### src/rtl/dram_read_scheduler.sv
// Round-robin DRAM chunk-read scheduler: one playback pointer per instrument,
// credit-limited in-flight chunks, registered valid/ready request port.
module dram_read_scheduler #(
    parameter int unsigned INSTRUMENT_COUNT = 8,
    parameter int unsigned MAX_OUTSTANDING  = 4,
    localparam int unsigned IW = (INSTRUMENT_COUNT > 1) ? $clog2(INSTRUMENT_COUNT) : 1
) (
    input  logic                               clk,
    input  logic                               rst,
    input  logic [INSTRUMENT_COUNT:0][23:0]    addr_starts,
    input  logic [INSTRUMENT_COUNT-1:0]        trigger,
    input  logic [INSTRUMENT_COUNT-1:0]        chunk_done,
    output logic                               req_valid,
    input  logic                               req_ready,
    output logic [23:0]                        req_addr,
    output logic [IW-1:0]                      req_instr,
    output logic [INSTRUMENT_COUNT-1:0]        active
);

    typedef enum logic {
        IDLE = 1'b0,
        PLAY = 1'b1
    } play_st_t;

    play_st_t    st     [INSTRUMENT_COUNT];
    logic [23:0] ptr    [INSTRUMENT_COUNT];
    logic [3:0]  credit [INSTRUMENT_COUNT];

    logic [IW-1:0]               last_grant;
    logic [INSTRUMENT_COUNT-1:0] eligible;
    logic                        arb_en;
    logic                        grant_valid;
    logic [IW-1:0]               grant;

    // Arbitrate when the port is empty or its request is being accepted this cycle.
    assign arb_en = !req_valid || req_ready;

    always_comb begin
        for (int unsigned i = 0; i < INSTRUMENT_COUNT; i++) begin
            eligible[i] = (st[i] == PLAY) && (credit[i] < 4'(MAX_OUTSTANDING));
        end
    end

    always_comb begin
        int unsigned idx;
        grant_valid = 1'b0;
        grant       = '0;
        idx         = 0;
        for (int unsigned k = 1; k <= INSTRUMENT_COUNT; k++) begin
            idx = int'(last_grant) + k;
            if (idx >= INSTRUMENT_COUNT) begin
                idx = idx - INSTRUMENT_COUNT;
            end
            if (!grant_valid && eligible[idx]) begin
                grant_valid = 1'b1;
                grant       = IW'(idx);
            end
        end
    end

    for (genvar i = 0; i < INSTRUMENT_COUNT; i++) begin : g_inst
        logic granted;
        logic trig_ok;
        logic done_ok;

        assign granted = arb_en && grant_valid && (grant == IW'(i));
        assign trig_ok = trigger[i] && (addr_starts[i] < addr_starts[i+1]);
        assign done_ok = chunk_done[i] && (credit[i] != 4'd0);

        always_ff @(posedge clk or posedge rst) begin
            if (rst) begin
                st[i]     <= IDLE;
                ptr[i]    <= '0;
                credit[i] <= '0;
            end else begin
                // A trigger overrides the pointer advance of a same-cycle grant.
                if (trig_ok) begin
                    ptr[i] <= addr_starts[i];
                    st[i]  <= PLAY;
                end else if (granted) begin
                    ptr[i] <= ptr[i] + 24'd1;
                    if (ptr[i] + 24'd1 == addr_starts[i+1]) begin
                        st[i] <= IDLE;
                    end
                end
                case ({granted, done_ok})
                    2'b10:   credit[i] <= credit[i] + 4'd1;
                    2'b01:   credit[i] <= credit[i] - 4'd1;
                    default: credit[i] <= credit[i];
                endcase
            end
        end

        assign active[i] = (st[i] == PLAY);
    end

    always_ff @(posedge clk or posedge rst) begin
        if (rst) begin
            req_valid  <= 1'b0;
            req_addr   <= '0;
            req_instr  <= '0;
            last_grant <= IW'(INSTRUMENT_COUNT - 1);
        end else if (arb_en) begin
            req_valid <= grant_valid;
            if (grant_valid) begin
                req_addr   <= ptr[grant];
                req_instr  <= grant;
                last_grant <= grant;
            end
        end
    end

endmodule

### config.mk
export PLATFORM = sky130hd
export DESIGN_NAME = dram_read_scheduler
export DESIGN_NICKNAME = d
export VERILOG_FILES = /design/src/rtl/dram_read_scheduler.sv
export SDC_FILE = /design/constraint.sdc
export NUM_CORES = 1
export LEC_CHECK = 0
export ABC_AREA = 1
export ABC_CLOCK_PERIOD_IN_PS = 17300
export BUFFER_PORTS_ARGS = -buffer_cell sky130_fd_sc_hd__buf_2
export CORE_UTILIZATION = 40
export DETAILED_ROUTE_END_ITERATION = 8
export GPL_TIMING_DRIVEN = 0
export PLACE_DENSITY_LB_ADDON = 0.1
export SKIP_LAST_GASP = 1
export SLEW_MARGIN = 15
export SYNTH_ARGS = -nofsm -noshare
export SYNTH_HDL_FRONTEND = slang
export SYNTH_SLANG_ARGS = --single-unit
### constraint.sdc
create_clock -name clk -period 17.3 [get_ports clk]
set_input_delay 1.73 -clock clk [delete_from_list [all_inputs] [get_ports clk]]
set_output_delay 1.73 -clock clk [all_outputs]
set_load 0.1 [all_outputs]
### Word-level counts from Yosys, hierarchy flattened

Index checks and enable logic that the tools add are counted.

| storage, ports and cells | value |
|---|---|
| bits in registers | 263 |
| output and inout port bits | 36 |
| word-level logic and storage cells | 315 |

| operators by class | value |
|---|---|
| add/sub/neg operators | 40 |
| $lt $le $gt $ge | 33 |
| eq/ne operators | 31 |
| mux-type cells | 91 |
| bitwise gates (word level) | 1 |
| reductions and logical operators | 91 |

Operator list:

| cell | number |
|---|---|
| $mux W24 | 18 |
| $lt A32 B4 Y1 const B | 8 |
| $mux W32 | 8 |
| $add A24 B1 Y24 const B | 8 |
| $eq A24 B24 Y1 | 8 |
| $lt A24 B24 Y1 | 8 |
| $bmux W24 S3 | 1 |
| $pmux W4 S2 | 8 |
| $reduce_bool A2 Y1 | 24 |
| $logic_and A1 B1 Y1 | 40 |
| $mux W1 | 40 |
| $sub A4 B4 Y5 const B | 7 |
| $add A4 B1 Y4 const B | 8 |
| $ge A4 B4 Y1 const B | 8 |
| $lt A4 B3 Y1 const B | 8 |
| $reduce_bool A4 Y1 | 8 |
| $sub A4 B1 Y4 const B | 8 |
| $bmux W1 S3 | 8 |
| $mux W3 | 8 |
| $reduce_and A2 Y1 | 9 |
| $add A3 B3 Y4 const B | 4 |
| $eq A2 B1 Y1 const B | 8 |
| $eq A2 B2 Y1 const B | 8 |
| $eq A3 B3 Y1 const B | 4 |
| other kinds (11) | 20 |

### Longest topological paths before layout

Gate-level depths: netlist of run 1.

| logic depth | value |
|---|---|
| word-level depth | 31 |
| gate-level depth with buffers | 30 |

### Worst setup path before layout of run 1

No wires, ideal clock.

| timing | value |
|---|---|
| path type | register to register |
| from | reg last_grant[0] |
| to | reg credit[11] (netlist name) |
| library setup time | 122 ps |
| arrival time | 4036 ps |
| path slack | 13142 ps |
| cell stages (with the launch flop) | 28 |
| buffers on the path | 2 |
| period minus slack after synthesis | 4158 ps |
| cell sequence | dfstp_2 > inv_2 > buf_6 > ha_1 > inv_1 > nand3_1 > nand3_1 > nand2_2 > nor2_4 > nand4_4 > nor2_4 > nand2_1 > nand2_1 > inv_1 > nand2_1 > nand2_2 > a21oi_4 > nand2_4 > buf_2 > ha_1 > ha_1 > nand2_1 > nor2_1 > a211oi_1 > nor2_1 > nor2_1 > nand2_1 > xnor2_1 |

| between the ends | value |
|---|---|
| cells in the longest elaborated chain, start to end | 31 |
| elaborated cells between the ends (all ways) | 85 |
| classes of those cells | add/sub (16); order compare (8); eq/ne (3); mux (41); reduce/logical (17) |

Ends and longest elaborated chain:

| what | line | RTL |
|---|---|---|
| start, declared | 29 | `logic [IW-1:0] last_grant;` |
| start signal, assigned | 102 | `last_grant <= IW'(INSTRUMENT_COUNT - 1);` |
| start signal, assigned | 108 | `last_grant <= grant;` |
| $add A3 B1 Y4 | 50 | `idx = int'(last_grant) + k;` |
| $sub A4 B4 Y5 / $ge A4 B4 Y1 (equally long branches) | 52, 51 |  |
| $mux W32 | 51 | `if (idx >= INSTRUMENT_COUNT) begin` |
| $bmux W1 S3 | 54 | `if (!grant_valid && eligible[idx]) begin` |
| $mux W1 (implied by the code) | 54 |  |
| $mux W1 | 54 |  |
| $logic_not A1 Y1 | 54 |  |
| $logic_and A1 B1 Y1 | 54 |  |
| [... 15 more ...] | n/a |  |
| $mux W1 | 54 |  |
| $logic_not A1 Y1 | 54 |  |
| $logic_and A1 B1 Y1 | 54 |  |
| $mux W3 / $mux W1 (equally long branches) | 54 |  |
| $eq A3 B3 Y1 / $logic_and A1 B1 Y1 (equally long branches) | 66 | `assign granted = arb_en && grant_valid && (grant == IW'(i));` |
| $logic_and A1 B1 Y1 (*) | 66 |  |
| $eq A2 B1 Y1 / $eq A2 B2 Y1 (equally long branches) | 86 | `case ({granted, done_ok})` |
| $pmux W4 S2 / $reduce_bool A2 Y1 (equally long branches) | n/a |  |
| end signal, assigned by index | 87 | `2'b10: credit[i] <= credit[i] + 4'd1;` |
| end signal, assigned by index | 88 | `2'b01: credit[i] <= credit[i] - 4'd1;` |
| end signal, assigned by index | 89 | `default: credit[i] <= credit[i];` |
| end, declared | 27 | `logic [3:0] credit [INSTRUMENT_COUNT];` |

Every way passes the cells marked *; elsewhere a longest branch is shown, timed or not. The select of a mux whose other input is x is not followed.
A chain may end at the register's enable or synchronous reset.

### Worst setup path after layout of run 1

| timing | value |
|---|---|
| from | reg last_grant[0] |
| to | reg credit[15] (netlist name) |

Same word-level chain as after synthesis.

==> results of run 1 <==
-- logic make-up after synthesis --
| logic type | count (synthesis) |
|---|---|
| AOI/OAI and AO/OA | 485 |
| xor gates and xnor gates | 213 |
| adders and majority gates | 226 |
| buffers and inverters | 623 |
| DFF | 263 |
| muxes | 8 |
| and+or+nand+nor | 2554 |
-- path summary, 6_finish.rpt --
path / cells after the start / endpoint / startpoint
setup / recovery: 27 / credit[15] / last_grant[0]
hold / removal: 1 / credit[20] / credit[20]
setup reg to reg: 27 / credit[15] / last_grant[0]
hold reg to reg: 1 / credit[20] / credit[20]
max in group asynchronous: 4 / ptr[58] / rst
min in group asynchronous: 2 / credit[28] / rst
-- routing by layer --
| metal | vias to the layer above | wire length (um) |
|---|---|---|
| li1 | 14780 | - |
| met1 | 14370 | 53750 |
| met2 | 1209 | 53640 |
| met3 | 193 | 8729 |
| met4 | 0 | 3958 |
| met5 | - | 0 |
-- worst register-to-register path, delay by kind of cell (launching register included) --
kind            cells  cell delay, ns
buf+inv             5            0.87
simple gates       16            1.73
xor+xnor            1            0.12
compound gates      2            0.61
flops               1            0.62
fa+ha+maj           3            1.04
-- area by class of cell --
cell class                      instances  area share [%]
Buffer                                146           2.238
Clock buffer                           59           3.600
Clock inverter                          9          0.3977
Inverter                              477           5.777
Multi-Input combinational cell       3486           58.82
Sequential cell                       263           21.14
Tap cell                              873           3.507
Timing Repair Buffer                  272           4.516
-- registers in the layout (all words and copies together), names as in the netlist --
name        count
req_instr       3
credit         32
ptr           192
active          8
last_grant      3
req_addr       24
req_valid       1
-- power by group through the flow --
stage                     clock (uW)  combinational, uW  sequential, uW
after floorplan                    0               3170            1280
after global placement             0               4700            1320
after detailed placement           0               4730            1310
after CTS                        829               4750            1310
after global routing             850               5300            1340
final                            823               4850            1330
-- synth_stat cells, types with 8 or more instances --
cell type / instances
sky130_fd_sc_hd__a211oi_1: 17
sky130_fd_sc_hd__a21oi_1: 113
sky130_fd_sc_hd__a31oi_1: 10
sky130_fd_sc_hd__buf_1: 13
sky130_fd_sc_hd__buf_2: 32
sky130_fd_sc_hd__buf_4: 11
sky130_fd_sc_hd__buf_6: 9
sky130_fd_sc_hd__clkbuf_1: 81
sky130_fd_sc_hd__dfrtp_1: 260
sky130_fd_sc_hd__fa_1: 8
sky130_fd_sc_hd__ha_1: 218
sky130_fd_sc_hd__inv_1: 464
sky130_fd_sc_hd__inv_2: 11
sky130_fd_sc_hd__nand2_1: 1618
sky130_fd_sc_hd__nand3_1: 431
sky130_fd_sc_hd__nand4_1: 66
sky130_fd_sc_hd__nor2_1: 264
sky130_fd_sc_hd__nor2_2: 8
sky130_fd_sc_hd__nor3_1: 85
sky130_fd_sc_hd__nor4_1: 20
sky130_fd_sc_hd__o2111ai_1: 11
sky130_fd_sc_hd__o211ai_1: 30
sky130_fd_sc_hd__o21ai_0: 262
sky130_fd_sc_hd__o21bai_1: 10
sky130_fd_sc_hd__o22ai_1: 10
sky130_fd_sc_hd__or2_2: 31
sky130_fd_sc_hd__xnor2_1: 40
sky130_fd_sc_hd__xor2_1: 170
-- metrics by stage --
stage | area (um^2) | utilization (%) | total power (uW) | instances
CTS | 31140 | 46.13 | 6881 | 5585
floorplan | 27390 | - | 4447 | 4372
detailed placement | 29900 | 44.28 | 6041 | 5517
finish | 31140 | 46.13 | 6997 | 5585
global route | 31140 | 46.13 | 7495 | 5585
global placement | 29840 | 44.19 | 6016 | 5515
==> impl_metrics.yaml, run 1 <==
routing:
  final_antenna_violating_net_count: 0
  post_drt_wl_per_cell_um: 21.50
  drt-pass1-iter-count: 9
  vias: 30550
  vias_per_cell: 5.470
  finalWirelength_um: 120100
  drc_errors: 1
  drt_initial_violations: 3188
cells_and_area:
  num-fill-cells: 7387
  antenna_cells_inserted: 0
  multi_input_comb_area_um2: 18320
  fin_nets: 5145
  area_overhead_of_the_layout_relative_to_synthesis_pct: 13.69
  final_cell_mix: "sky130_fd_sc_hd__nand2_1, sky130_fd_sc_hd__inv_1, sky130_fd_sc_hd__nand3_1, sky130_fd_sc_hd__buf_2, sky130_fd_sc_hd__nor2_1"
  layout_commonest_cell: "sky130_fd_sc_hd__nand2_1"
  register_area_um2: 6585
  drive_above_1_share_pct: 9.932
placement:
  place_congestion: 0.9926
  dp_slack_ns: 12.25
  hpwlAfterDp_um: 98600
  io_buffer_count: 270
yosys:
  yosysTopAreaCell: "sky130_fd_sc_hd__dfrtp_1"
  synth-warning-count: 0
  synth.net_count: 4833
  synth_adder_area_share_pct: 10.54
  synth_area_um2: 27390
  post-synth-top-area-fraction_pct: 23.75
  postSynthCellCount: 4372
  post_synthesis_cell_type_count: 60
  yosys.area_share.simple_pct: 39.17
  synthTopCellsByArea: "sky130_fd_sc_hd__dfrtp_1, sky130_fd_sc_hd__nand2_1, sky130_fd_sc_hd__ha_1, sky130_fd_sc_hd__nand3_1, sky130_fd_sc_hd__inv_1"
  number_of_flops_mapped_to_enable_cells_by_yosys: 0
  proportion_of_synthesized_chip_area_in_sequential_cells_pct: 24.04
  synthMuxAreaShare_pct: 0.3015
  synth-async-reset-ratio_pct: 100.0
  synth_compound_gate_area_share_pct: 9.907
  synth_top_family_by_area: "simple AND/OR/NAND/NOR gates"
  post_synth_xor_area_fraction_pct: 6.957
  synth_seq_cells: 263
  syn_avg_cell_area_um2: 6.265
  dominantRegCellSynth: "sky130_fd_sc_hd__dfrtp_1"
sta:
  finalCritPeriodShare_pct: 29.63
  timing_max_transition_violations_final: 0
  final.setup.worst_slack_ns: 12.17
  timing.final.hold_violations: 0
  whs_ns: 0.4654
  max-slew-margin-rel_pct: 46.54
  achievable-frequency_mhz: 195.1
  worst_slew_pin_slew_ns: 0.8019
  finalWorstPathRequiredPeriod_ns: 5.126
  grt_setup_unrepaired: "false"
  setup_total_negative_slack_ns: 0
  finClkSkew_ns: 0.01947
  setup_violations: 0
critical_path:
  cp_data_required_time_ns: 17.76
  data_arrival_time_of_the_critical_path_ns: 5.58
  crit_type: "register to register"
  critPathCaptureType: "register"
  path_common_cell: "sky130_fd_sc_hd__nand2_1"
  startpoint_type: "register"
  critical_path.slowest_cell: "sky130_fd_sc_hd__dfstp_2"
  critical-path-max-stage-delay_ns: 0.62
  timing.critical_path.fanout_max: 10
  worst_path_dominant_cell_family: "simple AND/OR/NAND/NOR gates"
  critical_path.n_buffers_inverters: 5
  timing.reg2reg.setup_slack_ns: 12.17
clock_tree:
  clock_root_cell: "sky130_fd_sc_hd__clkbuf_16"
  ctsResizeCount: 0
  cts_made_buffers: 38
  clk_latency_ns: 0.58
  setup_bufs_post_cts: 0
  cts.path.max_buffers: 3
  clock_sink_count: 263
  cts_hold_repair.buffers: 0
  tritoncts: "built"
  htree_num_levels: 2
  clk_pin_slew_ns: 0.06
power:
  power_frac_seq_pct: 19.0
  sw_share_pct: 60.45
  power.density_nw_per_um2: 224.7
  power.clock.fraction_pct: 11.8
  vdd_drop_max_mv: 0.2427
  p_sw_uw: 4230
  p_int_uw: 2767
  p_comb_share_pct: 69.3
  static-leakage-power_uw: 0.01656
grt:
  number_of_antenna_violations_at_the_first_check_in_global_routing: 0
  first_global_vias: 28580
  gr-usage-met2_pct: 54.46
  global_route.peak_usage_layer: "met2"
  global_route_wire_length_before_repair_um: 178900
  overflow_after_grt: 0
  globalRouteTotalUtil_pct: 33.99
  globalRouteMet1Util_pct: 47.61
  grt_start_max_net_pins: 98
  grt_use_met3_pct: 3.710
status:
  violations: "design-rule violations"
  status: "finished with violations"
floorplanning:
  placeableCoreArea_um2: 67510
  die_w_um: 263.7
  die_area_um2: 69530
  ios: 271
  initial_standard_cell_utilization_of_the_core_pct: 40.57
  die-height_um: 263.7
  rows: 95
min_path:
  holdCritPathClass: "register to register"
flow_run:
  max-cap-violations: 0
Note: power is estimated with default switching activity, not from simulation.
==> run 2: changes to the inputs <==
Settings changed: ABC_CLOCK_PERIOD_IN_PS 17300 to 4300.
Clock period 17.3 ns to 4.3 ns, I/O delays scaled along.
==> run 2 against run 1 <==
Effect of this change: the flow now finishes without violations; clock power grew to 3.9 times the previous value; core utilization is 0.95 points higher; worst setup slack worse by 12 ns; register-to-register slack worse by 12 ns; sequential power grew to 4.0 times the previous value; clock-buffer cell count is 7 lower; combinational power grew to 4.3 times the previous value; sequential cell count stayed put; non-clock buffer count is 29 higher; fmax is 23% higher; die area stayed put; first-iteration DRC count is 10% lower; largest cell class unchanged; highest routed layer is now met5.
==> impl_metrics.yaml, run 2 (synthesis results as in run 1) <==
status:
  status: "finished clean"
routing:
  drc_errors: 0
  post_drt_wl_per_cell_um: 21.42
  finalWirelength_um: 120200
  vias: 30490
  final_antenna_violating_net_count: 0
  drt_initial_violations: 2868
  drt-pass1-iter-count: 6
  vias_per_cell: 5.434
critical_path:
  critical-path-max-stage-delay_ns: 0.58
  path_common_cell: "sky130_fd_sc_hd__nand2_1"
  timing.reg2reg.setup_slack_ns: 0.12
  crit_cells: 27
  reg2regPathDepth: 27
  critPathCaptureType: "register"
  cp_data_required_time_ns: 4.75
  ff_to_ff_end: "credit[19]"
  startpoint_type: "register"
  crit_type: "register to register"
  data_arrival_time_of_the_critical_path_ns: 4.62
  critical_path.n_buffers_inverters: 4
  timing.critical_path.fanout_max: 10
  critical_path.slowest_cell: "sky130_fd_sc_hd__dfstp_2"
  crit-reg2reg-launch: "last_grant[0]"
  worst_path_dominant_cell_family: "simple AND/OR/NAND/NOR gates"
placement:
  place_congestion: 0.9946
  hpwlAfterDp_um: 99620
  io_buffer_count: 270
floorplanning:
  initial_standard_cell_utilization_of_the_core_pct: 40.57
  die_w_um: 263.7
  rows: 95
  die-height_um: 263.7
  placeableCoreArea_um2: 67510
  die_area_um2: 69530
  ios: 271
sta:
  setup_violations: 0
  max-slew-margin-rel_pct: 47.01
  achievable-frequency_mhz: 239.5
  finClkSkew_ns: 0.03358
  finalWorstPathRequiredPeriod_ns: 4.175
  finalCritPeriodShare_pct: 97.10
  worst_slew_pin_slew_ns: 0.7948
  timing.final.hold_violations: 0
  timing_max_transition_violations_final: 0
grt:
  number_of_antenna_violations_at_the_first_check_in_global_routing: 4
  globalRouteTotalUtil_pct: 33.81
  overflow_after_grt: 0
  first_global_vias: 28720
  global_route_wire_length_before_repair_um: 177100
  grt_start_max_net_pins: 34
power:
  p_int_uw: 12010
  p_sw_uw: 17510
  static-leakage-power_uw: 0.01675
  sw_share_pct: 59.30
  p_comb_share_pct: 70.9
  total_power_uw: 29520
  vdd_drop_max_mv: 0.9564
  power_frac_seq_pct: 18.2
  power.density_nw_per_um2: 928.8
  power.clock.fraction_pct: 10.9
flow_run:
  max-cap-violations: 0
cells_and_area:
  final_cell_mix: "sky130_fd_sc_hd__nand2_1, sky130_fd_sc_hd__inv_1, sky130_fd_sc_hd__nand3_1, sky130_fd_sc_hd__buf_2, sky130_fd_sc_hd__nor2_1"
  antenna_cells_inserted: 0
  largest_reg_flops: 192
  drive_above_1_share_pct: 11.46
  max_flop_register: "ptr"
  fin_nets: 5174
  area_overhead_of_the_layout_relative_to_synthesis_pct: 16.02
  num-fill-cells: 7271
  top_regs: "ptr: 192 flops, credit: 32 flops, req_addr: 24 flops"
  layout_commonest_cell: "sky130_fd_sc_hd__nand2_1"
  post-route-util_pct: 47.07
min_path:
  holdCritPathClass: "input pin to register"
  hold_path_depth: 2
  worstHoldEndpoint: "req_valid"
  hold_path_startpoint: "req_ready"
clock_tree:
  clk_latency_ns: 0.59
  cts_made_buffers: 38
  cts.path.max_buffers: 3
  htree_num_levels: 2
  clk_pin_slew_ns: 0.06
  clock_root_cell: "sky130_fd_sc_hd__clkbuf_16"
  tritoncts: "built"
  clock_sink_count: 263
==> run 2: worst max path at each step <==
stage,startpoint,to
floorplan,last_grant[0],credit[11]
CTS,last_grant[1],credit[27]
finish,last_grant[0],credit[19]
global placement,rst,ptr[85]
detailed placement,last_grant[0],credit[15]
global route,last_grant[1],credit[19]
==> run 2: worst register-to-register path, cell delays in order, from the launching register on <==
cell	delay, ns
sky130_fd_sc_hd__dfstp_2	0.58
sky130_fd_sc_hd__buf_4	0.17
sky130_fd_sc_hd__buf_4	0.20
sky130_fd_sc_hd__nand3_1	0.12
sky130_fd_sc_hd__nand3_1	0.12
sky130_fd_sc_hd__nand2_1	0.11
sky130_fd_sc_hd__nand2_1	0.08
sky130_fd_sc_hd__nand2_1	0.13
sky130_fd_sc_hd__nand2_2	0.13
sky130_fd_sc_hd__nor2_4	0.05
sky130_fd_sc_hd__nand2_2	0.08
sky130_fd_sc_hd__buf_4	0.11
sky130_fd_sc_hd__nand3_1	0.08
sky130_fd_sc_hd__a21oi_2	0.16
sky130_fd_sc_hd__nand2_2	0.08
sky130_fd_sc_hd__nand2_4	0.11
sky130_fd_sc_hd__nand3_4	0.13
sky130_fd_sc_hd__nor2_4	0.24
sky130_fd_sc_hd__clkinv_4	0.16
sky130_fd_sc_hd__ha_4	0.20
sky130_fd_sc_hd__ha_1	0.27
sky130_fd_sc_hd__nand2_1	0.06
sky130_fd_sc_hd__nor2_1	0.05
sky130_fd_sc_hd__a211oi_2	0.24
sky130_fd_sc_hd__nor2_1	0.08
sky130_fd_sc_hd__nor2_1	0.11
sky130_fd_sc_hd__nand2_1	0.08
sky130_fd_sc_hd__xnor2_1	0.13
==> run 2: layout make-up <==
cell class / instances / area (um^2) / area share, %
Multi-Input combinational cell: 3486 / 18610 / 58.57
Sequential cell: 263 / 6585 / 20.72
Inverter: 477 / 1817 / 5.716
Timing Repair Buffer: 305 / 1754 / 5.519
Clock buffer: 52 / 1104 / 3.472
Tap cell: 873 / 1092 / 3.437
Buffer: 142 / 684.4 / 2.153
Clock inverter: 12 / 131.4 / 0.4134
==> run 2: routing by layer <==
layer  wire length (um)  global-route usage [%]
met1              52640                   45.83
met3               9781                   5.695
met2              53020                   53.57
met5                 13                       0
met4               4732                   12.91
==> run 2: metrics by stage <==
| step | area, um^2 | hold slack (ns) | TNS [ns] | setup slack (ns) | instances |
|---|---|---|---|---|---|
| 6_report | 31780 | 0.07063 | 0 | 0.1246 | 5610 |
| 5_1_grt | 31780 | 0.07229 | -0.1613 | -0.1082 | 5610 |
| 4_1_cts | 31430 | 0.04524 | -0.03583 | -0.01792 | 5593 |
| 3_5_place_dp | 30000 | 0.4549 | -7.251 | -0.7138 | 5523 |
| 3_3_place_gp | 29840 | 0.4522 | -465.15 | -1.826 | 5515 |
| 2_1_floorplan | 27400 | 0.4375 | 0 | 0.1416 | 4372 |
==> run 2: what timing repair did <==
item	4_1_cts	5_1_grt
endpoints found under the setup margin	25	11
gates resized for setup	26	47
pin swaps	4	18
setup buffers	8	18
endpoints found under the hold margin	19	0
hold buffers	1	0
==> run 2: power by group through the flow <==
stage	registers (uW)	clock network (uW)	logic, uW
6_report	5370	3230	20900
5_1_grt	5440	3340	22800
4_1_cts	5280	3260	19500
3_5_place_dp	5310	0	19000
3_3_place_gp	5330	0	18800
2_1_floorplan	5140	0	12800
